File: config.mk
export PLATFORM = sky130hd
export DESIGN_NAME = sram_access_sequencer
export DESIGN_NICKNAME = d
export VERILOG_FILES = /design/src/rtl/sram_access_sequencer.sv
export SDC_FILE = /design/constraint.sdc
export NUM_CORES = 1
export LEC_CHECK = 0
export ABC_CLOCK_PERIOD_IN_PS = 7700
export BUFFER_PORTS_ARGS = -buffer_cell sky130_fd_sc_hd__clkbuf_2
export CORE_UTILIZATION = 45
export CTS_CLUSTER_SIZE = 8
export DETAILED_ROUTE_END_ITERATION = 16
export PLACE_DENSITY_LB_ADDON = 0.3
export SYNTH_ARGS = -nofsm -noshare
export SYNTH_HDL_FRONTEND = slang
export SYNTH_SLANG_ARGS = --single-unit
File: constraint.sdc
create_clock -name clk -period 7.7 [get_ports clk]
set_clock_uncertainty 0.05 [all_clocks]
set_input_delay 0.77 -clock clk [delete_from_list [all_inputs] [get_ports clk]]
set_output_delay 0.77 -clock clk [all_outputs]
set_load 0.005 [all_outputs]
File: src/rtl/sram_access_sequencer.sv
// Sequences 32-bit MEM-stage loads/stores onto a 16-bit asynchronous SRAM as
// two halfword accesses, each held for WAIT_CYCLES cycles, and freezes the
// pipeline until the access completes.
//
// Ports:
//   clk, rst          clock (rising edge), asynchronous active-high reset
//   memREn, memWEn    load / store request from MEM stage (store wins if both)
//   address           word-aligned byte address
//   writeData         store data
//   readData          registered load result
//   ready             access completing this cycle, or idle with no request
//   freeze            stall all pipeline stage registers
//   sramAddr          SRAM halfword address
//   sramWData         SRAM write data
//   sramRData         SRAM read data
//   sramWeN, sramOeN  SRAM write / output enables, active-low
module sram_access_sequencer #(
   parameter int unsigned WAIT_CYCLES = 5,
   parameter int unsigned BASE_ADDR   = 1024,
   parameter int unsigned SRAM_AW     = 18
) (
   input  logic               clk,
   input  logic               rst,
   input  logic               memREn,
   input  logic               memWEn,
   input  logic [31:0]        address,
   input  logic [31:0]        writeData,
   output logic [31:0]        readData,
   output logic               ready,
   output logic               freeze,
   output logic [SRAM_AW-1:0] sramAddr,
   output logic [15:0]        sramWData,
   input  logic [15:0]        sramRData,
   output logic               sramWeN,
   output logic               sramOeN
);

   localparam int unsigned CNT_W = (WAIT_CYCLES > 2) ? $clog2(WAIT_CYCLES) : 1;
   localparam logic [CNT_W-1:0] CNT_LAST = CNT_W'(WAIT_CYCLES - 1);

   typedef enum logic [1:0] {
      IDLE = 2'd0,
      LOW  = 2'd1,
      HIGH = 2'd2,
      DONE = 2'd3
   } state_t;

   state_t           state_q, state_d;
   logic [CNT_W-1:0] cnt_q, cnt_d;
   logic             we_op_q, we_op_d;
   logic [31:0]      addr_q, addr_d;
   logic [31:0]      data_q, data_d;
   logic [31:0]      rdata_q, rdata_d;

   logic               req_c;
   logic               last_c;
   logic [31:0]        hw_base_c;
   logic               ready_c;
   logic               freeze_c;
   logic [SRAM_AW-1:0] sram_addr_c;
   logic [15:0]        sram_wdata_c;
   logic               sram_we_n_c;
   logic               sram_oe_n_c;

   assign req_c  = memREn | memWEn;
   assign last_c = (cnt_q == CNT_LAST);

   // Halfword index of the low half of the latched word.
   assign hw_base_c = ((addr_q - 32'(BASE_ADDR)) >> 2) << 1;

   // State and datapath registers.
   always_ff @(posedge clk or posedge rst) begin
      if (rst) begin
         state_q <= IDLE;
         cnt_q   <= '0;
         we_op_q <= 1'b0;
         addr_q  <= '0;
         data_q  <= '0;
         rdata_q <= '0;
      end else begin
         state_q <= state_d;
         cnt_q   <= cnt_d;
         we_op_q <= we_op_d;
         addr_q  <= addr_d;
         data_q  <= data_d;
         rdata_q <= rdata_d;
      end
   end

   // Next-state, counter and read-capture logic.
   always_comb begin
      state_d = state_q;
      cnt_d   = cnt_q;
      we_op_d = we_op_q;
      addr_d  = addr_q;
      data_d  = data_q;
      rdata_d = rdata_q;
      case (state_q)
         IDLE: begin
            if (req_c) begin
               we_op_d = memWEn;
               addr_d  = address;
               data_d  = writeData;
               cnt_d   = '0;
               state_d = LOW;
            end
         end
         LOW: begin
            if (last_c) begin
               if (!we_op_q) rdata_d[15:0] = sramRData;
               cnt_d   = '0;
               state_d = HIGH;
            end else begin
               cnt_d = cnt_q + CNT_W'(1);
            end
         end
         HIGH: begin
            if (last_c) begin
               if (!we_op_q) rdata_d[31:16] = sramRData;
               cnt_d   = '0;
               state_d = DONE;
            end else begin
               cnt_d = cnt_q + CNT_W'(1);
            end
         end
         DONE: begin
            // Pipeline advances on this edge; a new request is taken from IDLE.
            state_d = IDLE;
         end
         default: begin
            state_d = IDLE;
         end
      endcase
   end

   // SRAM strobes and handshake, decoded from the current state.
   always_comb begin
      ready_c      = 1'b0;
      sram_addr_c  = '0;
      sram_wdata_c = '0;
      sram_we_n_c  = 1'b1;
      sram_oe_n_c  = 1'b1;
      case (state_q)
         IDLE: ready_c = ~req_c;
         LOW: begin
            sram_addr_c  = SRAM_AW'(hw_base_c);
            sram_wdata_c = data_q[15:0];
            // Final cycle of the half releases WE while address/data stay put.
            sram_we_n_c  = ~(we_op_q & ~last_c);
            sram_oe_n_c  = we_op_q;
         end
         HIGH: begin
            sram_addr_c  = SRAM_AW'(hw_base_c | 32'd1);
            sram_wdata_c = data_q[31:16];
            sram_we_n_c  = ~(we_op_q & ~last_c);
            sram_oe_n_c  = we_op_q;
         end
         DONE: ready_c = 1'b1;
         default: ready_c = 1'b0;
      endcase
      freeze_c = req_c & ~ready_c;
   end

   assign readData  = rdata_q;
   assign ready     = ready_c;
   assign freeze    = freeze_c;
   assign sramAddr  = sram_addr_c;
   assign sramWData = sram_wdata_c;
   assign sramWeN   = sram_we_n_c;
   assign sramOeN   = sram_oe_n_c;

endmodule
==> results.toml <==
[placed_design]
place.gp.congestion = 0.7105
dpl.hpwl_mm = 5.519
portBuffers = 138
detailedPlace.worstSlack_ns = 4.787

[synth]
synth.top_cell.area_share_pct = 56.40
synth_top_family_by_area = "multiplexers"
synthFlopType = "dfrtp_1"
synth_seq_cells = 87
synthMuxAreaShare_pct = 23.92
synth_compound_area_share_pct = 6.256
synthCells = 293
ys_warn_count = 0
ys_types = 31
synth_xor_area_share_pct = 0.2269
syn-cell-area_mm2 = 0.003860
async_reset_ff_share_pct = 100.0
synth_top_area_cell = "dfrtp_1"
avgSynthCellArea_um2 = 13.17
synth_edf_count = 0
ys_top_cells_by_area = "dfrtp_1, mux2_2, a22oi_1"
synth_simple_gate_area_share_pct = 8.720
ys_seq_area_share_pct = 56.40
synth_fa_ha_area_share_pct = 2.269
syn-num-nets = 384

[min_path]
hp-start = "addr_q[5]"
hold_class = "reg2reg"
worstHoldPathCells = 1
hold_path_end = "addr_q[5]"

[setup_path]
r2r_slack_ns = 5.15
r2r-end = "readData[18]"
critPathRequiredTime_ns = 6.88
arrival_ns = 2.40
reg2reg_depth = 4
slowest_stage = "ha_1"
crit_chain = "inv_1 > ha_1 > nand2_1 > a21oi_1 > clkbuf_2"
crit_fanout = 27
criticalPathCategory = "reg2out"
critPathLaunchType = "register"
worstReg2RegStart = "state_q[0]"
worstSetupEndpointType = "output pin"
cp_slowest_stage_delay_ns = 0.81

[clocking]
clkTransAtPathRegs_ns = 0.08
cts_sinks = 87
cts-resized-gates = 0
cts_setup_buffers = 0
cts_tree = "done"
cts_root_buf = "clkbuf_8"
cts_made_buffers = 9
ctsLongestPathBuffers = 2
cts_max_level = 3
insertion_delay_ns = 0.34
cts_hold_buf = 0

[status]
status = "complete, no violations"

[timing]
max_slew.worst_pin.slew_ns = 1.076
fmax_mhz = 310.3
finalCritPeriodShare_pct = 41.85
fin_crit_ns = 3.222
hold_violations = 0
setup_viol = 0
timing.hold.ws_ns = 0.4511
drv_slew = 0
max-slew-margin-rel_pct = 28.28
worst_slack_ns = 4.478
final.setup.tns_ns = 0
rsz0062_at_grt = "no"

[cells_and_area]
nFillCells = 718
final_util_pct = 58.95
drive_gt1_share_pct = 55.63
final_nets = 521
diodes = 0
final_common_cell = "clkbuf_2"
final_cell_mix = "clkbuf_2, dfrtp_1, mux2_2, a22oi_1, nor2b_1"
area_growth_pct = 26.13

[floorplanning]
core_area_mm2 = 0.008258
ioPinCount = 154
initial_utilization_pct = 46.74
fp.dieArea_mm2 = 0.008952
die_h_um = 94.62
die_w_um = 94.62
rows = 33

[drt]
first_pass_iters = 6
postRouteAntennaNets = 0
via_count = 2762
via_per_inst = 5.115
drt-wirelength-per-cell_um = 14.69
drc = 0
drt_iter0_markers = 54
drt-total-wl_mm = 7.930

[global_route]
grtUsageTotal_pct = 18.82
antenna_found_initial = 0
overflow = 0
grt_pass1_wl_mm = 12.86
grt_pass1_vias = 2795
grt_max_degree = 88

[power]
total_power_w = 0.002079
leakage_nw = 2.334
vdd.ir_drop.worst_v = 0.0001976
pwr_density_cell_mw_per_mm2 = 427.0

[flow_run]
cap_violations = 0
==> state kept, by name, indices dropped and copies added, names as in the netlist <==
name / flops
data_q: 32
readData: 32
addr_q: 17
cnt_q: 3
state_q: 2
we_op_q: 1
==> report_power, final <==
group	internal (W)	switching, W	total, W
sequential	0.000693	0.000135	0.000828
clock	0.000183	0.000156	0.000339
combinational	0.000503	0.000409	0.000912
total	0.00138	0.000700	0.00208
==> critical path, delay by kind of cell, from the launching register on <==
kind                     cells  cell delay, ns
adder cells (fa/ha/maj)      1            0.81
AO/OA/AOI/OAI                1            0.23
buffers and inverters        2            0.22
flip-flops                   1            0.41
AND/OR/NAND/NOR              1            0.39
==> kinds of logic after synthesis <==
family          count (synthesis)
flops                          87
mux                            82
simple gates                   59
compound gates                 35
buf+inv                        22
fa+ha+maj                       7
xor+xnor                        1
==> cell type report <==
type	instances	area, µm²	area share, %
Clock inverter	5	82.58	1.696
Tap cell	105	131.4	2.699
Multi-Input combinational cell	184	1609	33.05
Sequential cell	87	2177	44.72
Inverter	8	31.28	0.6425
Timing Repair Buffer	140	705.7	14.49
Clock buffer	11	131.4	2.699
==> through the flow <==
stage,instances,cell area (µm²)
after floorplan,293,3860
after global placement,524,4654
after detailed placement,524,4654
after CTS,540,4868
after global routing,540,4868
final,540,4868
==> layer usage <==
metal / share of wire (%) / GRT usage [%] / wire, µm
met3: 8.3 / 5.717 / 656
met1: 43 / 22.20 / 3391
met4: 1.1 / 7.576 / 89
met2: 48 / 31.95 / 3793
met5: 0 / 0 / 0
==> cell usage after synthesis, types with 3 or more instances <==
cell type	n
clkbuf_1	10
nand2_1	10
ha_1	7
a21oi_1	7
a22oi_1	16
inv_1	8
nor2b_1	16
nor2_1	8
dfrtp_1	87
mux2_2	82
and2_1	9
o31ai_1	4
o21ai_0	3
or4_1	3
==> how the worst max path moves through the flow <==
stage | start | to | cells after the start
after global placement | state_q[0] | sramAddr[16] | 5
after floorplan | rst | addr_q[10] | 1
after global routing | state_q[0] | sramAddr[13] | 5
after CTS | state_q[0] | sramAddr[16] | 5
after detailed placement | state_q[0] | sramAddr[16] | 5
final | state_q[0] | sramAddr[16] | 5
Power figures use the tool's default switching activity.
